==> config.mk <==
export PLATFORM = sky130hd
export DESIGN_NAME = pdm_decimator
export DESIGN_NICKNAME = d
export VERILOG_FILES = /design/src/rtl/pdm_decimator.sv
export SDC_FILE = /design/constraint.sdc
export NUM_CORES = 1
export LEC_CHECK = 0
export CORE_AREA = 2 2 109 111
export DETAILED_ROUTE_END_ITERATION = 12
export DIE_AREA = 0 0 111 113
export DONT_BUFFER_PORTS = 1
export GPL_TIMING_DRIVEN = 0
export PLACE_DENSITY_LB_ADDON = 0.2
export SLEW_MARGIN = 40
export SYNTH_ARGS = -nofsm -noshare
export SYNTH_HDL_FRONTEND = slang
export SYNTH_SLANG_ARGS = --single-unit
==> constraint.sdc <==
create_clock -name mclk -period 5.08 [get_ports mclk]
set_input_delay 0.762 -clock mclk [delete_from_list [all_inputs] [get_ports mclk]]
set_output_delay 0.762 -clock mclk [all_outputs]
set_load 0.01 [all_outputs]
==> src/rtl/pdm_decimator.sv <==
// PDM microphone decimator: 2nd-order CIC filter with decimation by DECIM,
// conversion of the unsigned CIC result to signed PCM, a warm-up discard of
// the first two results, and a single-entry output register with a
// valid/ready handshake and a sticky overrun flag.
module pdm_decimator #(
    parameter int DECIM   = 64,
    parameter int OUT_W   = 16,
    parameter int CHANNEL = 0
) (
    input  logic             mclk,
    input  logic             reset,
    input  logic             enable,
    input  logic             pdm_in,
    output logic             mic_lr_sel,
    output logic [OUT_W-1:0] pcm_data,
    output logic             pcm_valid,
    input  logic             pcm_ready,
    output logic             overrun,
    input  logic             clear_ovr
);

    localparam int L     = $clog2(DECIM);
    localparam int W     = 2 * L + 1;
    localparam int SHIFT = OUT_W - W;

    localparam logic [L-1:0] LAST_PHASE = L'(DECIM - 1);
    localparam logic [W-1:0] MIDSCALE   = W'(DECIM * DECIM / 2);
    localparam logic [1:0]   WARM_DONE  = 2'd2;

    logic [L-1:0] phase;
    logic [W-1:0] integ1;
    logic [W-1:0] integ2;
    logic [W-1:0] comb1_dly;
    logic [W-1:0] comb2_dly;
    logic [1:0]   warm;

    logic [W-1:0] integ1_next;
    logic [W-1:0] integ2_next;
    logic [W-1:0] comb1;
    logic [W-1:0] comb2;
    logic         decim_edge;
    logic         publish;
    logic         transfer;

    logic signed [W-1:0]     offset_s;
    logic signed [OUT_W-1:0] offset_ext;
    logic [OUT_W-1:0]        pcm_next;

    assign mic_lr_sel = (CHANNEL != 0);

    // Integrator values including this edge's sample, so the comb sees the
    // full window on the decimation edge itself.
    assign integ1_next = integ1 + W'(pdm_in);
    assign integ2_next = integ2 + integ1_next;
    assign comb1       = integ2_next - comb1_dly;
    assign comb2       = comb1 - comb2_dly;

    assign decim_edge = enable && (phase == LAST_PHASE);
    assign publish    = decim_edge && (warm == WARM_DONE);
    assign transfer   = pcm_valid && pcm_ready;

    // Recentre the 0..DECIM^2 CIC result around zero, sign-extend, then
    // scale up to the full PCM width.
    assign offset_s   = signed'(comb2 - MIDSCALE);
    assign offset_ext = OUT_W'(offset_s);
    assign pcm_next   = offset_ext <<< SHIFT;

    // CIC datapath, phase and warm-up; disabling clears the partial window.
    always_ff @(posedge mclk) begin
        if (reset || !enable) begin
            phase     <= '0;
            integ1    <= '0;
            integ2    <= '0;
            comb1_dly <= '0;
            comb2_dly <= '0;
            warm      <= '0;
        end else begin
            phase  <= phase + L'(1);
            integ1 <= integ1_next;
            integ2 <= integ2_next;
            if (decim_edge) begin
                comb1_dly <= integ2_next;
                comb2_dly <= comb1;
                if (warm != WARM_DONE) begin
                    warm <= warm + 2'd1;
                end
            end
        end
    end

    // Output register: a publish always wins, otherwise a transfer empties it.
    always_ff @(posedge mclk) begin
        if (reset) begin
            pcm_data  <= '0;
            pcm_valid <= 1'b0;
        end else if (publish) begin
            pcm_data  <= pcm_next;
            pcm_valid <= 1'b1;
        end else if (transfer) begin
            pcm_valid <= 1'b0;
        end
    end

    // Sticky overrun: an unconsumed sample being overwritten beats a clear.
    always_ff @(posedge mclk) begin
        if (reset) begin
            overrun <= 1'b0;
        end else if (publish && pcm_valid && !pcm_ready) begin
            overrun <= 1'b1;
        end else if (clear_ovr) begin
            overrun <= 1'b0;
        end
    end

endmodule
# Yosys cells after proc, flatten, opt, wreduce, memory -nomap -nowiden
# Index checks and enable logic that the tools add are counted.
# word_totals
ff_bits	75
latchBits	0
ramBits	0
rom_bits	0
output_inout_bits	19
wordCells	34
mem_count	0
# op_classes
addsub	7
multipliers	0
n_div	0
magnitude_cmp	0
eq_ne	3
shift	0
mux	4
bitwise	0
reduce_logical	11
# op_table
cell	n
13-bit subtractor	2
13-bit by 1-bit adder with 13-bit output	1
13-bit adder	1
13-bit by 12-bit subtractor with 13-bit output (second input constant)	1
6-bit by 1-bit adder with 6-bit output (second input constant)	1
6-bit equality test (second input constant)	1
1-bit logical AND	5
1-bit two-way mux	4
2-bit nonzero test	2
2-bit by 1-bit adder with 2-bit output (second input constant)	1
2-bit equality test (second input constant)	1
1-bit zero test	2
2-bit != test (second input constant)	1
2-bit AND reduction	1
1-bit logical OR	1

# Logic depth before layout (Yosys ltp)
# depth
word_depth	6
ltp_mapped	27
mapped_depth_nobuf	27

# Least setup slack after synthesis
# No wires, ideal clock.
# synth_path
path_type	input to register
start	input port pdm_in
end	register pcm_data[15]
setup_ps	135
t_arrival_ps	4976
path_slack_ps	-32
cell_stages	26
cell_sequence	ha_1 -> ha_1 -> xor2_1 -> ha_1 -> a21oi_1 -> a21boi_1 -> o21ai_1 -> a21boi_1 -> o21ai_1 -> nand2b_1 -> xnor2_1 -> inv_1 -> ha_1 -> a21o_1 -> a21oi_1 -> o31ai_1 -> a31oi_1 -> xor2_1 -> ha_1 -> inv_1 -> ha_1 -> or3_1 -> o221ai_1 -> xnor2_1 -> xnor2_1 -> a211oi_2
# synth_via
elab_chain_len	5
# synth_lines
item	line	text
from (decl)	13	input logic pdm_in,
13-bit by 1-bit adder with 13-bit output	53	assign integ1_next = integ1 + W'(pdm_in);
net integ1_next[2]	37	logic [W-1:0] integ1_next;
13-bit adder	54	assign integ2_next = integ2 + integ1_next;
net integ2_next[7]	38	logic [W-1:0] integ2_next;
13-bit subtractor	55	assign comb1 = integ2_next - comb1_dly;
13-bit subtractor	56	assign comb2 = comb1 - comb2_dly;
13-bit by 12-bit subtractor with 13-bit output	64	assign offset_s = signed'(comb2 - MIDSCALE);
to (signal assigned)	97	pcm_data <= pcm_next;
to (decl)	15	output logic [OUT_W-1:0] pcm_data,
# The timed path passes the listed nets, and every way through them passes these cells.
# A chain may end at the register's enable or synchronous reset.

# Worst setup path in the final report
# layout_path
start	input port pdm_in
end	register pcm_data[15]
# layout_via
elab_chain_len	5
# layout_lines
item	line
13-bit by 1-bit adder with 13-bit output	53
13-bit adder	54
net integ2_next[6]	38
13-bit subtractor	55
13-bit subtractor	56
13-bit by 12-bit subtractor with 13-bit output	64
# The timed path passes the listed nets, and every way through them passes these cells.

==> run summary <==
Max-cap violations in this run came to 0. The internal power summed over all cells came out at 1.060 mW. The largest voltage drop on the vdd net is 0.0001402 V. By area the synthesized netlist is led by dfxtp_1, ha_1, nand2_1. The flow ran to the end, and the final reports show no timing, DRC or antenna violations.

The number of global-route vias before repair is 3,481. The critical path goes through ha_1 > ha_1 > fa_2 > a211oi_2 > o21ai_0 > a21oi_1 > xnor2_2 > ha_4 > o21ai_0 > o31ai_4 > a31oi_4 > xor2_1 > ha_1 > inv_1 > ha_2 > or3_1 > o221ai_2 > xnor2_1 > xnor2_1 > a211oi_2. The area enclosed by the die boundary is 12,540 sq um.

The mean cell area of the mapped netlist came out at 8.422 sq um. The path class of the tightest hold or removal check is reg -> reg. The final worst-path cycle share is 0.9674. The residual DRC count came out at 0. The post-detailed-routing wire length came out at 9475 um. The die outline width came out at 111 um. The average detailed-routed wire length per instance is 13.52 um. The maximum number of buffers from clock root to sink came out at 2.

The post-synthesis to final-layout area growth came out at 20.70%. The synthesized instance count is 524. At the end of the flow, the number of nets in the layout was 616. The cell total after placement came out at 670. The number of storage elements in the synthesis netlist is 75.

The clock network fraction of total power came out at 0.417. The global-route congestion overflow total is 0. The tree is rooted in a clkbuf_16. For this run, the leading register cell type out of synthesis is dfxtp_1. The sum of negative setup slack came out at 0 ns. The data arrival time of the worst path is 5.16 ns. The highest achievable clock rate came out at 0.2035 GHz. The core box area came out at 11,270 sq um.

The headroom to the max-slew limit is 0.6099. The most frequent standard cell in the layout excluding fill and tap cells is dfxtp_1. The final count of negative-setup-slack endpoints is 0. The overall via count from detail_route is 3,501. STA classifies the critical path endpoint as a flop.

The cell type with the largest total area after synthesis is dfxtp_1. For this design, the slowest cell found on the critical path is o31ai_4. The clock latency at the later pin of the worst-skew pair came out at 0.33 ns. The total number of H-tree levels is 3. Before antenna repair, the detailed router went through 4 iterations.

The top cell types in the final layout, fill and taps aside, are dfxtp_1, nand2_1, a21oi_1, ha_1, nor2_1. The total inserted antenna cells is 0. The time the worst path needs with I/O delays and setup came out at 4.914 ns. The number of clock buffers added by TritonCTS is 9. The cell repeated most along the worst path is ha_1.

The pin count of the biggest net entering global routing came out at 12. In the global route stage, overall resource usage came out at 0.1562. The number of antenna violations at the first check in global routing is 0. The share of Yosys cell area claimed by the top area cell type came out at 0.3402.

The fraction of power consumed by combinational cells is 0.166. Synthesis instantiated 48 different standard cells from the library. The tightest hold path in the finished design has a slack of 0.4454 ns. The TritonCTS clock tree is yes. In this run the power spent charging and discharging nets is 0.3596 mW. The first global-routing pass estimated 16,050 um of wire.

The number of top-level design ports is 25. The count of flip-flops with a built-in enable after synthesis is 0. The share of final-layout standard cells stronger than drive strength 1 came out at 0.1452. The count of pins over their slew limit is 0. The netlist area before placement came out at 4413 sq um. The placed wire-length estimate after detailed placement is 6845 um.

The number of rows in the core area came out at 39. In this design, the stage delay of the slowest critical-path cell is 0.40 ns. The clock transition time at the flip-flop clock pins of the worst setup and hold paths came out at 0.06 ns.

The net switching share of the total power came out at 0.2534. The number of failing hold endpoints at the final stage is 0. The die extent in y came out at 113 um. The Yosys step of the flow raised 0 warnings. The average via count per standard cell is 4.994. The worst-case setup slack after placement came out at -0.5395 ns. The analysis attributes to cell leakage a power of 2.157 nW.

The number of sinks driven by the clock tree came out at 75. The share of total power dissipated in sequential elements is 0.417. The peak fanout along the critical path came out at 4. The worst setup path is launched from an input port. In this run, the number of DRC markers left after iteration 0 of detailed routing was 123. The post-layout worst setup margin is 0.1655 ns. The worst setup path is of the in -> reg kind. Once detail routing completed, the nets flagged for antenna violations numbered 0.

The initial utilization of the core area, before any placement, comes to 0.3915. The maximum clock skew at final layout is 0.005427 ns. The power density relative to cell area came out at 266.5 nW/um^2. The number of buffer cells added on primary ports came out at 0.

For the pin with the worst max-slew slack, the measured transition is 0.5837 ns. At the worst endpoint, the required time is 5.33 ns. The setup slack on the worst flop-to-flop path came out at 0.28 ns.

The cell family contributing the most delay on the critical path is adder cells. The sequential-to-total area share from yosys stat is 0.3402. The number of filler cells placed in the layout is 1,073. The final non-filler cell total came out at 701.

The buffers plus inverters on the worst setup path came out at 1. The share of the core filled with cells in the final layout came out at 0.4725. The placer congestion estimate came out at 0.7983.

The share of flip-flops with an asynchronous set or reset after synthesis came out at 0.
cell type report:
cell class	count	area, sq um	area share
buffer	20	90.09	0.01691
clock buffer	14	264.0	0.04957
clock inverter	2	10.01	0.001879
inverter	38	142.6	0.02678
multi-input combinational	394	3025	0.5680
sequential	75	1503	0.2821
tap	143	178.9	0.03359
timing repair buffer	15	112.6	0.02114
worst reg2reg max path: stages, from the launching register on:
cell and delay (ns):
dfxtp_1 0.32, ha_1 0.31, ha_1 0.23, fa_2 0.39, a211oi_2 0.26, o21ai_0 0.15, a21oi_1 0.26, xnor2_2 0.16
ha_4 0.31, o21ai_0 0.17, o31ai_4 0.40, a31oi_4 0.15, xor2_1 0.18, ha_1 0.28, inv_1 0.04, ha_2 0.19
or3_1 0.38, o221ai_2 0.07, xnor2_1 0.15, xnor2_1 0.11, a211oi_2 0.21
layer usage:
layer	track usage	vias up	part of all wire
li1	-	1819	-
met2	0.2646	55	0.48
met5	0	-	0
met1	0.1993	1612	0.47
met3	0.03856	15	0.037
met4	0.04333	0	0.015
flip-flops by register name (all words and copies together), names as in the netlist:
name       flops
warm           2
comb1_dly     13
phase          6
comb2_dly     13
pcm_valid      1
pcm_data      13
integ1        13
overrun        1
integ2        13
power groups by stage:
| stage | Clock (mW) | Combinational [mW] | Sequential (mW) |
|---|---|---|---|
| after floorplan | 0 | 0.165 | 0.605 |
| after global placement | 0 | 0.201 | 0.605 |
| after detailed placement | 0 | 0.201 | 0.605 |
| after CTS | 0.604 | 0.217 | 0.592 |
| after global routing | 0.633 | 0.266 | 0.592 |
| final | 0.592 | 0.235 | 0.592 |
stage by stage:
stage	cell area (sq um)	power [mW]
2_1_floorplan	4424	0.7691
3_3_place_gp	4603	0.8055
3_5_place_dp	4603	0.8060
4_1_cts	5011	1.413
5_1_grt	5326	1.491
6_report	5326	1.419
timing repair:
action	in CTS	in global routing
setup endpoints to repair	3	5
setup buffers	7	8
resized for setup	12	42
pin swaps	6	26
hold buffers	0	0
cell families after synthesis:
kind of cell / share of synthesized area
buffers and inverters: 0.05274
AND/OR/NAND/NOR: 0.1945
adder cells (fa/ha/maj): 0.1667
other: 0.0008498
AO/OA/AOI/OAI: 0.1525
flip-flops: 0.3402
XOR/XNOR: 0.09243
cell usage after synthesis (3+ instances only):
cell type,number
inv_1,38
o21ai_0,9
nand2_1,69
nor2_1,39
a21oi_1,49
xor2_1,14
nand2b_1,6
a21o_1,11
a211oi_1,10
dfxtp_1,75
nand3b_1,3
or4_1,3
o21bai_1,3
o21ai_1,5
buf_4,4
buf_1,3
clkbuf_1,13
nor3_1,5
nor2b_1,5
fa_1,3
o21a_1,5
ha_1,54
and3_1,6
xnor2_1,28
nand3_1,15
and2_1,20
final timing paths:
| path | startpoint | to | cells past startpoint |
|---|---|---|---|
| setup / recovery | pdm_in | pcm_data[15] | 20 |
| hold reg to reg | phase[0] | phase[0] | 1 |
| hold / removal | phase[0] | phase[0] | 1 |
| setup reg to reg | integ1[0] | pcm_data[15] | 20 |
Note: power is estimated with default switching activity, not from simulation.
